--- config.mk ---
export PLATFORM = sky130hd
export DESIGN_NAME = cordic_arbiter
export DESIGN_NICKNAME = d
export VERILOG_FILES = /design/src/rtl/cordic_arbiter.sv
export SDC_FILE = /design/constraint.sdc
export NUM_CORES = 1
export LEC_CHECK = 0
export CAP_MARGIN = 5
export CORE_AREA = 2 2 154 156
export CTS_BUF_LIST = sky130_fd_sc_hd__clkbuf_4
export CTS_CLUSTER_DIAMETER = 80
export DETAILED_ROUTE_END_ITERATION = 6
export DIE_AREA = 0 0 156 158
export PLACE_DENSITY = 0.66
export SLEW_MARGIN = 30
export SYNTH_ARGS = -nofsm -noshare
export SYNTH_HDL_FRONTEND = slang
export SYNTH_SLANG_ARGS = --single-unit
--- constraint.sdc ---
create_clock -name clk -period 5.85 [get_ports clk]
set_clock_uncertainty 0.1 [all_clocks]
set_input_delay 0.585 -clock clk [delete_from_list [all_inputs] [get_ports clk]]
set_output_delay 0.585 -clock clk [all_outputs]
set_load 0.05 [all_outputs]
--- src/rtl/cordic_arbiter.sv ---
// Round-robin arbiter/sequencer sharing one iterative CORDIC core among NREQ requesters.
// Optional WAIT-state watchdog enabled with `define CORDIC_ARB_TIMEOUT_EN.
module cordic_arbiter #(
    parameter int NREQ    = 4,
    parameter int W       = 18,
    parameter int TIMEOUT = 64
) (
    input  logic                     clk,
    input  logic                     rst,
    input  logic [NREQ-1:0]          req,
    input  logic [NREQ*W-1:0]        req_x0,
    input  logic [NREQ*W-1:0]        req_y0,
    input  logic [NREQ*W-1:0]        req_z0,
    output logic [NREQ-1:0]          gnt,
    output logic [NREQ-1:0]          res_valid,
    output logic [W-1:0]             res_x,
    output logic [W-1:0]             res_y,
    output logic [W-1:0]             res_z,
    output logic [$clog2(NREQ)-1:0]  res_id,
    output logic                     busy,
    output logic                     err,
    output logic                     core_start,
    output logic [W-1:0]             core_x0,
    output logic [W-1:0]             core_y0,
    output logic [W-1:0]             core_z0,
    input  logic                     core_done,
    input  logic [W-1:0]             core_xn,
    input  logic [W-1:0]             core_yn,
    input  logic [W-1:0]             core_zn
);

    localparam int IW = $clog2(NREQ);

    typedef enum logic [0:0] {
        IDLE = 1'b0,
        WAIT = 1'b1
    } state_t;

    state_t          state_r;
    state_t          state_s;
    logic [IW-1:0]   ptr_r;
    logic [IW-1:0]   owner_r;
    logic [IW-1:0]   win_s;
    logic            found_s;
    logic            grant_s;
    logic            finish_s;
    logic            tout_s;
    logic            tmo_s;

    // First set request bit after p, wrapping; MSB of the result flags a hit.
    function automatic logic [IW:0] rr_pick(input logic [NREQ-1:0] r, input logic [IW-1:0] p);
        logic [IW:0]   res;
        logic [IW-1:0] iv;
        int            idx;
        res = {1'b0, p};
        for (int k = NREQ; k >= 1; k--) begin
            idx = (int'(p) + k) % NREQ;
            iv  = IW'(idx);
            if (r[iv]) begin
                res = {1'b1, iv};
            end else begin
                res = res;
            end
        end
        return res;
    endfunction

`ifdef CORDIC_ARB_TIMEOUT_EN
    localparam int CW = $clog2(TIMEOUT + 1);
    logic [CW-1:0] cnt_r;
    logic          err_r;

    assign tmo_s = (state_r == WAIT) && (cnt_r == CW'(TIMEOUT - 1));
    assign err   = err_r;

    // WAIT-cycle counter, cleared on every grant.
    always_ff @(posedge clk or negedge rst) begin
        if (!rst) begin
            cnt_r <= {CW{1'b0}};
            err_r <= 1'b0;
        end else begin
            err_r <= tout_s;
            if (grant_s) begin
                cnt_r <= {CW{1'b0}};
            end else if (state_r == WAIT) begin
                cnt_r <= cnt_r + CW'(1);
            end else begin
                cnt_r <= cnt_r;
            end
        end
    end
`else
    assign tmo_s = 1'b0;
    assign err   = 1'b0;
`endif

    // Arbitration and next-state decode; core_done is masked in the start cycle.
    always_comb begin
        state_s  = state_r;
        grant_s  = 1'b0;
        finish_s = 1'b0;
        tout_s   = 1'b0;
        {found_s, win_s} = rr_pick(req, ptr_r);
        case (state_r)
            IDLE: begin
                if (found_s) begin
                    grant_s = 1'b1;
                    state_s = WAIT;
                end else begin
                    state_s = IDLE;
                end
            end
            WAIT: begin
                if (core_done && !core_start) begin
                    finish_s = 1'b1;
                    state_s  = IDLE;
                end else if (tmo_s) begin
                    tout_s  = 1'b1;
                    state_s = IDLE;
                end else begin
                    state_s = WAIT;
                end
            end
            default: begin
                state_s = IDLE;
            end
        endcase
    end

    // State register.
    always_ff @(posedge clk or negedge rst) begin
        if (!rst) begin
            state_r <= IDLE;
        end else begin
            state_r <= state_s;
        end
    end

    // Grant side: operand capture, pointer/owner update and strobes.
    always_ff @(posedge clk or negedge rst) begin
        if (!rst) begin
            ptr_r      <= IW'(NREQ - 1);
            owner_r    <= {IW{1'b0}};
            gnt        <= {NREQ{1'b0}};
            core_start <= 1'b0;
            core_x0    <= {W{1'b0}};
            core_y0    <= {W{1'b0}};
            core_z0    <= {W{1'b0}};
        end else begin
            core_start <= grant_s;
            if (grant_s) begin
                gnt     <= {{(NREQ-1){1'b0}}, 1'b1} << win_s;
                ptr_r   <= win_s;
                owner_r <= win_s;
                core_x0 <= req_x0[win_s*W +: W];
                core_y0 <= req_y0[win_s*W +: W];
                core_z0 <= req_z0[win_s*W +: W];
            end else begin
                gnt <= {NREQ{1'b0}};
            end
        end
    end

    // Result side: results are held until the next completion.
    always_ff @(posedge clk or negedge rst) begin
        if (!rst) begin
            res_valid <= {NREQ{1'b0}};
            res_x     <= {W{1'b0}};
            res_y     <= {W{1'b0}};
            res_z     <= {W{1'b0}};
            res_id    <= {IW{1'b0}};
            busy      <= 1'b0;
        end else begin
            busy <= (state_s == WAIT) | finish_s | tout_s;
            if (finish_s) begin
                res_valid <= {{(NREQ-1){1'b0}}, 1'b1} << owner_r;
                res_x     <= core_xn;
                res_y     <= core_yn;
                res_z     <= core_zn;
                res_id    <= owner_r;
            end else begin
                res_valid <= {NREQ{1'b0}};
                if (tout_s) begin
                    res_id <= owner_r;
                end else begin
                    res_id <= res_id;
                end
            end
        end
    end

endmodule

==> metrics <==
slew margin rel. 0.411; Seq pwr share 0.273; fmax between 200 and 300 MHz; CP Class in -> reg; Seq cells post-synth about 130; # IOs 398; total gr overflow 0; simple-gate portion of the synthesized area 0.157; switching share of power 0.475; global-route track usage on met3 0.0493; RSZ-0062 raised after global routing false; DP HPWL 16500 um; final setup fails 0; dominant cells by area after synthesis dfrtp_1, mux2i_1, nand2_1, o221ai_1, buf_12; # port buffers roughly 400; Root Buffer clkbuf_4; post-synthesis sequential area ratio 0.507; net total in the final layout around 1200; main flop type after synthesis dfrtp_1; CTS sink cnt between 100 and 150; post-synth top area cell dfrtp_1; CP endpoint kind flip-flop; Post-synth EDFFs 0; Syn Nets 869; count leader, synth nand2_1; clock network power share 0.147; CP Data Arrival Time around 3.8 ns; Worst Hold Slack a little under 0.4 ns; CP Max Fanout 39; initial core utilization 0.268; DIE WIDTH 156 um; Mapped Cells approximately 590; Post-Synth XOR/XNOR Area 0; Syn Area/Cell around 10 um2; Routed Antenna Nets 0; number of synthesis warnings 0; clk buf depth 2; CTS Buf Count 17; Setup Total Neg Slack 0 ns; total die area between 0.02 and 0.025 mm2; Via density roughly 4.5; clock transition at the registers of the reported paths between 0.1 and 0.15 ns; largest family of logic cells by synthesized area multiplexers; minimum clock period roughly 3.6 ns; busiest grt layer met2; Yosys top cell area share 0.499; final period utilization 0.612; vias in the first global route 5646; DR iter-0 viols slightly above 200; initial antenna violation count 1; Pre-antenna DRT Iters 4; TritonCTS clock tree built; CP Launch Type primary input; RePlAce Congestion between 0.8 and 0.9; global-route wire length before repair 31900 um; H-Tree Depth 4; Peak VDD IR 0.289 mV; Synth cell types 32; Compound-Gate Fraction of Synth Area 0.0985; Post CTS Setup Buffer Count 0; gr usage total 0.170; met2 global-route usage 0.292; final core occ 0.458; Power Dens Cells 467 mW/mm2; status finished clean; Worst Hold Class reg -> reg; leakage between 0.004 and 0.005 uW; fraction of layout cells with a size suffix above 1 0.0610; met1 Track Usage GR 0.205; Switch Pwr about 2300 uW; Chip Height 158 um; Avg WL per Cell approximately 17 um; pin count of the biggest net entering global routing ~110; mapped cell area 0.00617 mm2; Final Hold Fails 0; max-slew violations 0; Req. time, crit path about 6.1 ns; Core Rows 56; Post-synth top cells nand2_1, dfrtp_1, mux2i_1; Clk Latency, worst-skew pair just over 0.5 ns; Tightest Pin Transition slightly below 0.9 ns; Async S/R FF share, synth 1.00; Area Growth Syn to Fin 71.0%; core box area 0.0231 mm2; Post-Route WL 22000 um; filler instances about 2200; multiplexer share of the synthesized area 0.177; Synth Area in Adders 0; Comb pwr share 0.580; Internal Pwr Total 2590 uW; max-cap check violation count 0; drt drc 0; Via Count just under 6000
## critical path, stage by stage
cell and delay [ns]:
clkdlybuf4s50_1 0.45, nor4_1 0.51, or2_2 0.59, buf_4 0.45
or2_2 0.50, buf_4 0.51, o221ai_1 0.18
## power by group through the flow
stage | combinational [uW] | sequential [uW] | clock [uW]
2_1_floorplan | 1010 | 2340 | 0
3_3_place_gp | 2870 | 1360 | 0
3_5_place_dp | 2890 | 1360 | 0
4_1_cts | 2890 | 1350 | 752
5_1_grt | 3010 | 1390 | 787
6_report | 2860 | 1350 | 722
## sequential cells by signal, summed over array words and instances (netlist names)
register / cells
owner_r: 2
core_start: 1
core_y0: 18
res_z: 18
res_id: 2
res_x: 18
state_r: 1
core_z0: 18
gnt: 4
ptr_r: 2
res_valid: 4
res_y: 18
core_x0: 18
busy: 1
## repair_timing
action | CTS | global route
hold buffers | 1 | 0
hold endpoints to repair | 73 | 0
endpoints found under the setup margin | 0 | 0
gates resized for setup | 0 | 0
## cell usage in the layout (no fill, tap or decap), drive strengths merged, types with 4 or more instances in the layout
cell type      netlist  layout
mux2i              109     109
inv                  2       9
dfrtp              123     123
bufinv               0       4
clkdlybuf4s50        0     395
clkbuf              22      18
nand2              228     228
buf                 19       7
o221ai              54      54
nor2                 9       9
## routing by layer
metal | share of wire | vias to the layer above | routed length [um]
li1 | - | 2819 | -
met1 | 0.41 | 2701 | 9010
met2 | 0.50 | 221 | 11000
met3 | 0.070 | 27 | 1540
met4 | 0.019 | 0 | 426
met5 | 0 | - | 0
## layout make-up
class                      instances  area, um2  area share
clock buffer                      18        135      0.0128
timing repair buffer             403       4030       0.382
clock inverter                    14        204      0.0193
antenna                            1       2.50    0.000237
sequential                       125       3130       0.297
multi-input combinational        421       2680       0.254
inverter                           2       7.51    0.000711
tap                              290        363      0.0344
## cells by family after synthesis
group                  Yosys count
muxes                          109
other                            1
and+or+nand+nor                249
DFF                            125
AOI/OAI and AO/OA               62
buffers and inverters           46
## worst paths after layout
check,startpoint,depth (start not counted),end,slack [ns]
hold reg to reg,res_id[1],2,res_id[1],0.39
setup / recovery,req[3],7,core_y0[6],2.27
min in group asynchronous,rst,2,res_x[14],0.54
max in group asynchronous,rst,3,core_x0[5],3.95
hold / removal,res_id[1],2,res_id[1],0.39
setup reg to reg,state_r,5,core_y0[6],3.03
## through the flow
stage / worst slack, ns / power, uW / cells / area (um2)
after floorplan: 3.80 / 3350 / 592 / 6170
after global placement: 1.81 / 4230 / 1240 / 10200
after detailed placement: 1.73 / 4250 / 1240 / 10200
after CTS: 2.32 / 4990 / 1273 / 10600
after global routing: 2.20 / 5180 / 1274 / 10600
final: 2.27 / 4930 / 1274 / 10600
(Power assumes the default switching activity.)
